### src/rtl/io_interrupt_ctrl.sv
// rtl/io_interrupt_ctrl.sv - INPR/OUTR buffers, FGI/FGO flags, R flip-flop and interrupt-cycle sequencer
module io_interrupt_ctrl #(
  parameter int DW = 8
) (
  input  logic          clk,
  input  logic          rst_n,
  input  logic          ien,
  input  logic          instr_busy,
  input  logic          instr_done,
  input  logic          inp_rd,
  input  logic          out_wr,
  input  logic [DW-1:0] cpu_wdata,
  input  logic [DW-1:0] in_data,
  input  logic          in_valid,
  input  logic          out_ack,
  output logic          in_ready,
  output logic [DW-1:0] inpr,
  output logic [DW-1:0] outr,
  output logic          out_valid,
  output logic          fgi,
  output logic          fgo,
  output logic          irq_r,
  output logic          icyc_busy,
  output logic          ic_save,
  output logic          ic_write,
  output logic          ic_vec,
  output logic          ien_clr,
  output logic          out_drop
);

  typedef enum logic [1:0] {IDLE, IC0, IC1, IC2} state_t;
  state_t state;

  assign in_ready  = ~fgi;
  assign out_valid = ~fgo;

  // A device write is only accepted while FGI is clear, so a same-cycle read wins.
  always_ff @(posedge clk or negedge rst_n) begin
    if (!rst_n) begin
      fgi  <= 1'b0;
      inpr <= '0;
    end else if (in_valid && !fgi) begin
      fgi  <= 1'b1;
      inpr <= in_data;
    end else if (inp_rd) begin
      fgi  <= 1'b0;
    end
  end

  // With FGO clear an ack takes priority and any concurrent write is dropped.
  always_ff @(posedge clk or negedge rst_n) begin
    if (!rst_n) begin
      fgo      <= 1'b1;
      outr     <= '0;
      out_drop <= 1'b0;
    end else begin
      out_drop <= out_wr && !fgo;
      if (fgo) begin
        if (out_wr) begin
          outr <= cpu_wdata;
          fgo  <= 1'b0;
        end
      end else if (out_ack) begin
        fgo <= 1'b1;
      end
    end
  end

  always_ff @(posedge clk or negedge rst_n) begin
    if (!rst_n) begin
      irq_r <= 1'b0;
    end else if (state == IC2) begin
      irq_r <= 1'b0;
    end else if (ien && (fgi || fgo) && instr_busy && state == IDLE && !irq_r) begin
      irq_r <= 1'b1;
    end
  end

  // Strobes are registered alongside the state so each is a clean one-cycle pulse.
  always_ff @(posedge clk or negedge rst_n) begin
    if (!rst_n) begin
      state     <= IDLE;
      icyc_busy <= 1'b0;
      ic_save   <= 1'b0;
      ic_write  <= 1'b0;
      ic_vec    <= 1'b0;
      ien_clr   <= 1'b0;
    end else begin
      ic_save  <= 1'b0;
      ic_write <= 1'b0;
      ic_vec   <= 1'b0;
      ien_clr  <= 1'b0;
      case (state)
        IDLE: begin
          if (instr_done && irq_r) begin
            state     <= IC0;
            icyc_busy <= 1'b1;
            ic_save   <= 1'b1;
          end
        end
        IC0: begin
          state    <= IC1;
          ic_write <= 1'b1;
        end
        IC1: begin
          state   <= IC2;
          ic_vec  <= 1'b1;
          ien_clr <= 1'b1;
        end
        default: begin
          state     <= IDLE;
          icyc_busy <= 1'b0;
        end
      endcase
    end
  end

endmodule

### config.mk
export PLATFORM = sky130hd
export DESIGN_NAME = io_interrupt_ctrl
export DESIGN_NICKNAME = d
export VERILOG_FILES = /design/src/rtl/io_interrupt_ctrl.sv
export SDC_FILE = /design/constraint.sdc
export NUM_CORES = 1
export LEC_CHECK = 0
export CORE_AREA = 2 2 54 56
export CTS_CLUSTER_SIZE = 30
export DETAILED_ROUTE_END_ITERATION = 8
export DIE_AREA = 0 0 56 58
export GPL_ROUTABILITY_DRIVEN = 0
export PLACE_DENSITY_LB_ADDON = 0.15
export RECOVER_POWER = 100
export SLEW_MARGIN = 40
export SYNTH_ARGS = -nofsm -noshare
export SYNTH_HDL_FRONTEND = slang
export SYNTH_SLANG_ARGS = --single-unit
### constraint.sdc
create_clock -name clk -period 3.8 [get_ports clk]
set_input_delay 0.76 -clock clk [delete_from_list [all_inputs] [get_ports clk]]
set_output_delay 0.76 -clock clk [all_outputs]
set_load 0.01 [all_outputs]
After elaboration in Yosys (flattened, before gate mapping)
Cells that the tools add are included.
- equality and inequality tests: 4
- multiplexer cells: 15
- bitwise gates (word level): 3
- reduce and logical (&&, ||, !) cells: 17
- operators by type and width (kind ; count):
    $mux W1 ; 12
    $logic_and A1 B1 Y1 ; 7
    $pmux W2 S3 ; 1
    $eq A2 B2 Y1 const B ; 2
    $reduce_and A2 Y1 ; 2
    $reduce_bool A2 Y1 ; 2
    $logic_not A1 Y1 ; 3
    $not A1 Y1 ; 3
    $eq A2 B1 Y1 const B ; 1
    $logic_not A2 Y1 ; 1
    $mux W2 ; 1
    $ne A2 B1 Y1 const B ; 1
    $pmux W1 S2 ; 1
    $reduce_or A2 Y1 ; 1
    $logic_or A1 B1 Y1 ; 1
- register bits: 26
- output and inout bits: 27
- logic and storage cells: 50

Logic depth before layout (Yosys ltp)
Gate-level depths: netlist of run 1.
- depth after elaboration: 7
- gate-level depth with buffers: 4
- gate-level depth less buffers: 4

Worst setup path after synthesis of run 1
Ideal clock, no wire load.
- path kind: input to register
- from: in in_valid
- to: reg inpr[0]
- arrival time: 1352 ps
- slack: 2323 ps
- stages: 3
- path buffers: 1
- cell sequence: nor2b_1 -> buf_6 -> mux2_4
- word-level cells in the longest chain between the ends: 1
- ends and longest elaborated chain (what ; RTL line ; text):
    from (decl) ; 14 ; input logic in_valid,
    $logic_and A1 B1 Y1 ; 42 ; end else if (in_valid && !fgi) begin
    to (signal assigned) ; 44 ; inpr <= in_data;
    to (decl) ; 17 ; output logic [DW-1:0] inpr,
Every way passes these cells.
A chain may end at the register's enable or synchronous reset.

Final worst setup path of run 1
- from: reg fgo
- to: out fgo
- RTL lines (what ; RTL line ; text):
    from (decl) ; 21 ; output logic fgo,
    from (signal assigned) ; 53 ; fgo <= 1'b1;
    from (signal assigned) ; 61 ; fgo <= 1'b0;
    from (signal assigned) ; 64 ; fgo <= 1'b1;
No word-level cell between the ends.

==> results of run 1 <==
-- worst reg2reg max path, stage by stage (launching register included) --
cell and delay, ns:
dfrtp_1 0.46, inv_1 0.11, ha_1 0.24, a21boi_0 0.32, mux2_2 0.37
-- cell usage in the layout, fill, tap and decap left out, types with 2 or more instances in the layout --
cell type        count
inv_1                4
mux2_2              15
dlygate4sd3_1       28
clkdlybuf4s50_1     22
nor3_1               2
mux2_1               2
dfrtp_1             25
clkbuf_4             3
ha_1                 5
-- routing by layer --
metal,GRT usage,up-vias,share of wire
li1,-,350,-
met1,0.186,363,0.45
met2,0.229,29,0.47
met3,0.0357,2,0.076
met4,0.0612,0,0.0087
met5,0,-,0
-- power by group through the flow --
stage | Sequential, mW | Clock [mW] | Combinational [mW]
final | 0.399 | 0.188 | 0.331
after global routing | 0.412 | 0.210 | 0.367
after CTS | 0.407 | 0.196 | 0.384
after detailed placement | 0.413 | 0 | 0.381
after global placement | 0.411 | 0 | 0.376
after floorplan | 0.437 | 0 | 0.160
-- final cells by class --
type | instances | share of cell area
clock inverters | 1 | 0.0185
multi-input cells | 38 | 0.223
inverters | 4 | 0.00924
repair buffers | 51 | 0.310
flip-flops and latches | 26 | 0.401
well taps | 31 | 0.0239
clock buffers | 3 | 0.0139
-- flip-flops by register name, indices dropped and copies added, names as in the netlist --
register	cells
outr	8
state	2
irq_r	1
ic_write	1
ien_clr	1
ic_save	1
inpr	8
fgo	1
fgi	1
icyc_busy	1
out_drop	1
-- per-stage QoR --
step,instances,area (um^2),worst slack [ns],util,total power [mW]
after global routing,154,1620,1.39,0.610,0.989
final,154,1620,1.48,0.610,0.918
after CTS,154,1670,1.53,0.627,0.987
after floorplan,70,1090,2.32,-,0.597
after detailed placement,150,1620,1.59,0.607,0.794
after global placement,150,1620,1.32,0.608,0.787
-- cells by family after synthesis --
logic type,Yosys count
buf+inv,6
fa+ha+maj,5
mux,17
flops,26
simple gates,10
compound gates,6
-- worst max path at each step --
stage / start / cells past startpoint / slack, ns / end
global placement: in_valid / 3 / 1.32 / inpr[6]$_DFFE_PN0P_
CTS: fgo$_DFF_PN1_ / 1 / 1.53 / fgo
finish: fgo$_DFF_PN1_ / 1 / 1.48 / fgo
detailed placement: in_valid / 3 / 1.59 / inpr[3]$_DFFE_PN0P_
floorplan: in_valid / 3 / 2.32 / inpr[0]$_DFFE_PN0P_
global route: fgo$_DFF_PN1_ / 1 / 1.39 / fgo
==> flow_summary.ini, run 1 <==
[setup_path]
cp_top_family = buffers and inverters
critPathSlowestCell = dlygate4sd3_1
cp_max_fo = 6
worstReg2RegEnd = state[1]$_DFFE_PN0P_
crit-reg2reg-launch = state[0]$_DFFE_PN0P_
slowest_delay_ns = 0.63
r2r_slack_ns = 2.18
reg2regPathDepth = 4
critPathKind = register to output pin
worst_ep_arrival_time_ns = 1.56
start_kind = register
crit_buf_inv = 1
required_ns = 3.04
end_kind = output pin
crit_chain = dlygate4sd3_1

[logic_synthesis]
yosysWarnings = 0
synth_area_leaders = dfrtp_1, mux2_4, mux2_2
syn_nets = 100
yosys.area.top_type = dfrtp_1
synth-seq-cells = 26
yosysSeqAreaShare = 0.599
syn_inst = 70
ys.flop_type = dfrtp_1
synth_compound_area_frac = 0.0448
synthDistinctLibCells = 23
muxShareOfSynthArea = 0.203
synth_simple_gate_area_share = 0.0644
synth-edff-count = 0
yosys-top-cells-count = dfrtp_1, mux2_2, mux2_4
synth_most_common_cell = dfrtp_1
avgSynthCellArea_um2 = 15.6
synth_top_family_by_area = multiplexers
synth_xor_area_frac = 0
yosys.area_share.adder = 0.0575
async_flop_share = 1.00
netlist_area_um2 = 1090
yosysTopAreaCellShare = 0.575

[min_path]
hold_depth = 1
holdPathEnd = inpr[5]$_DFFE_PN0P_
worst_hold_path_type = register to register
min_from = inpr[5]$_DFFE_PN0P_

[timing]
relSlewSlack = 0.105
post-route-min-period_ns = 2.32
hold_slack_ns = 0.494
rsz0062_at_grt = false
setup_viol = 0
drv_slew = 0
finalCritPeriodShare = 0.610
finalClockSkew_ns = 0.0146
max_clock_freq_mhz = 431
hold_viol_final = 0
worst_pin_slew_ns = 1.34
timing.setup.tns_ns = 0

[grt]
grt_pass1_wl_um = 3590
grt_pass1_vias = 776
antenna_found_initial = 0
grt_usage = 0.143
overflow = 0
grt_max_degree = 27

[clock_tree]
clk_root_buffer_cell = clkbuf_4
clock-sinks = 26
cts_tree = built
numCtsBuffers = 3
postCtsSetupBuffers = 0
clk_pin_slew_ns = 0.15
clk_path_buf_depth = 2
clock_latency_ns = 0.32
cts_resized = 0
h-tree-depth = 1
hold_buffers = 0

[flow_run]
maxCapViolCount = 0

[drt]
vias = 744
finalWirelength_um = 1950
first_iter_violations = 6
wl_per_cell_um = 12.7
drtAntennaViolNets = 0
drc_errors = 0
via_per_inst = 4.83
drt_pass1_iterations = 2

[placement]
io_buffers = 51
hpwl_um = 1470

[power_and_ir_drop]
peakVddDrop_mv = 0.332
seq_power_share = 0.434
p_sw_frac = 0.284
p_per_area_nw_per_um2 = 565
p_int_uw = 657
power.switching_uw = 261
clkPwrFrac = 0.205
p_comb_frac = 0.361
leakagePower_nw = 0.735

[cells_and_area]
nNetsFinal = 154
drive_gt1_frac = 0.154
multiInputGateArea_um2 = 362
diodes = 0
fill_cells = 234
areaGrowthSynthToFinish_pct = 49.2
register_area_um2 = 652

[die]
initial_core_util = 0.409
rows = 19
fp.dieArea_um2 = 3250
die_w_um = 56
dieHeight_um = 58
pin_count = 52
core_um2 = 2660

[status]
status = completed
Power figures use the tool's default switching activity.
==> run 2: changes to the inputs <==
CORE_AREA = 2 2 56 58   (was 2 2 54 56)
DIE_AREA = 0 0 58 60   (was 0 0 56 58)
clock period = 2.3 ns   (was 3.8 ns; I/O delays follow)
==> flow_summary.ini, run 2 (synthesis gave the netlist of run 1 again) <==
[timing]
hold_viol_final = 0
timing.setup.tns_ns = 0
drv_slew = 0
rsz0062_at_grt = false
worst_pin_slew_ns = 1.39
post-route-min-period_ns = 2.05
setup_ws_ns = 0.247
finalCritPeriodShare = 0.892
relSlewSlack = 0.0719
max_clock_freq_mhz = 487
finalClockSkew_ns = 0.000879
setup_viol = 0

[drt]
first_iter_violations = 6
via_per_inst = 4.65
wl_per_cell_um = 13.1
drc_errors = 0
vias = 735
drtAntennaViolNets = 0
finalWirelength_um = 2070
drt_pass1_iterations = 2

[power_and_ir_drop]
leakagePower_nw = 0.734
peakVddDrop_mv = 0.528
p_per_area_nw_per_um2 = 877
total_power_mw = 1.42

[cells_and_area]
diodes = 0
drive_gt1_frac = 0.104
nNetsFinal = 156
register_area_um2 = 652
reg.largest.list = inpr (8), outr (8), state (2)
mostFrequentLayoutCells = dlygate4sd3_1, dfrtp_1, clkdlybuf4s50_1
multiInputGateArea_um2 = 362
areaGrowthSynthToFinish_pct = 49.2
final_common_cell = dlygate4sd3_1
fill_cells = 281

[clock_tree]
clock-sinks = 26
postCtsSetupBuffers = 0
cts_resized = 0
h-tree-depth = 1
cts_tree = built
clk_root_buffer_cell = clkbuf_4
hold_buffers = 0
clock_latency_ns = 0.30
clk_pin_slew_ns = 0.13
clk_path_buf_depth = 2
numCtsBuffers = 3

[grt]
grt_pass1_vias = 745
overflow = 0
grt_usage = 0.131
antenna_found_initial = 0
grt_max_degree = 27
grt_pass1_wl_um = 3450

[setup_path]
worstReg2RegEnd = state[1]$_DFFE_PN0P_
cp_max_fo = 6
reg2regPathDepth = 4
crit-reg2reg-launch = state[0]$_DFFE_PN0P_
critPathKind = register to output pin
startpoint = fgo$_DFF_PN1_
endpoint = out_valid
start_kind = register
required_ns = 1.84
worst_ep_arrival_time_ns = 1.59
end_kind = output pin
r2r_slack_ns = 0.73

[die]
pin_count = 52
fp.dieArea_um2 = 3480
dieHeight_um = 60
die_w_um = 58
core_um2 = 2900
initial_core_util = 0.375
rows = 20

[min_path]
worst_hold_path_type = register to register

[status]
status = completed

[placement]
place_ws_ns = 0.620
io_buffers = 51
hpwl_um = 1660

[flow_run]
maxCapViolCount = 0
## run 2: routing by layer
layer | wire (um) | GRT usage | vias to the layer above | share of wire
li1 | - | - | 350 | -
met1 | 894 | 0.165 | 359 | 0.43
met2 | 999 | 0.219 | 24 | 0.48
met3 | 148 | 0.0368 | 2 | 0.072
met4 | 23 | 0.0399 | 0 | 0.011
met5 | 0 | 0 | - | 0
## run 2: per-stage QoR
| stage | utilization | cell area, um^2 | hold WS (ns) | cells |
|---|---|---|---|---|
| 4_1_cts | 0.576 | 1670 | 0.504 | 158 |
| 6_report | 0.559 | 1620 | 0.498 | 158 |
| 2_1_floorplan | - | 1090 | 0.164 | 70 |
| 3_3_place_gp | 0.564 | 1640 | 0.485 | 154 |
| 3_5_place_dp | 0.564 | 1640 | 0.494 | 154 |
| 5_1_grt | 0.559 | 1620 | 0.530 | 158 |
## run 2: cell type report
class,instances,share of cell area
Clock buffer,4,0.0223
Multi-Input combinational cell,38,0.223
Tap cell,33,0.0254
Inverter,4,0.00924
Sequential cell,26,0.401
Timing Repair Buffer,53,0.319
## run 2: how the worst min path moves through the flow
stage,endpoint,cells past startpoint,start
finish,inpr[2]$_DFFE_PN0P_,1,inpr[2]$_DFFE_PN0P_
global route,inpr[4]$_DFFE_PN0P_,1,inpr[4]$_DFFE_PN0P_
CTS,ic_write$_DFF_PN0_,2,rst_n
detailed placement,outr[4]$_DFFE_PN0P_,1,outr[4]$_DFFE_PN0P_
global placement,outr[1]$_DFFE_PN0P_,1,outr[1]$_DFFE_PN0P_
floorplan,fgi$_DFFE_PN0P_,0,rst_n
## run 2: critical path, cell delays in order (launching register included)
cell	delay (ns)
dfstp_1	0.61
inv_1	0.07
dlygate4sd3_1	0.61
## run 2: power by group
group	total, mW	switching, mW	internal (mW)
combinational	0.546	0.222	0.325
sequential	0.658	0.0773	0.581
clock	0.221	0.124	0.0965
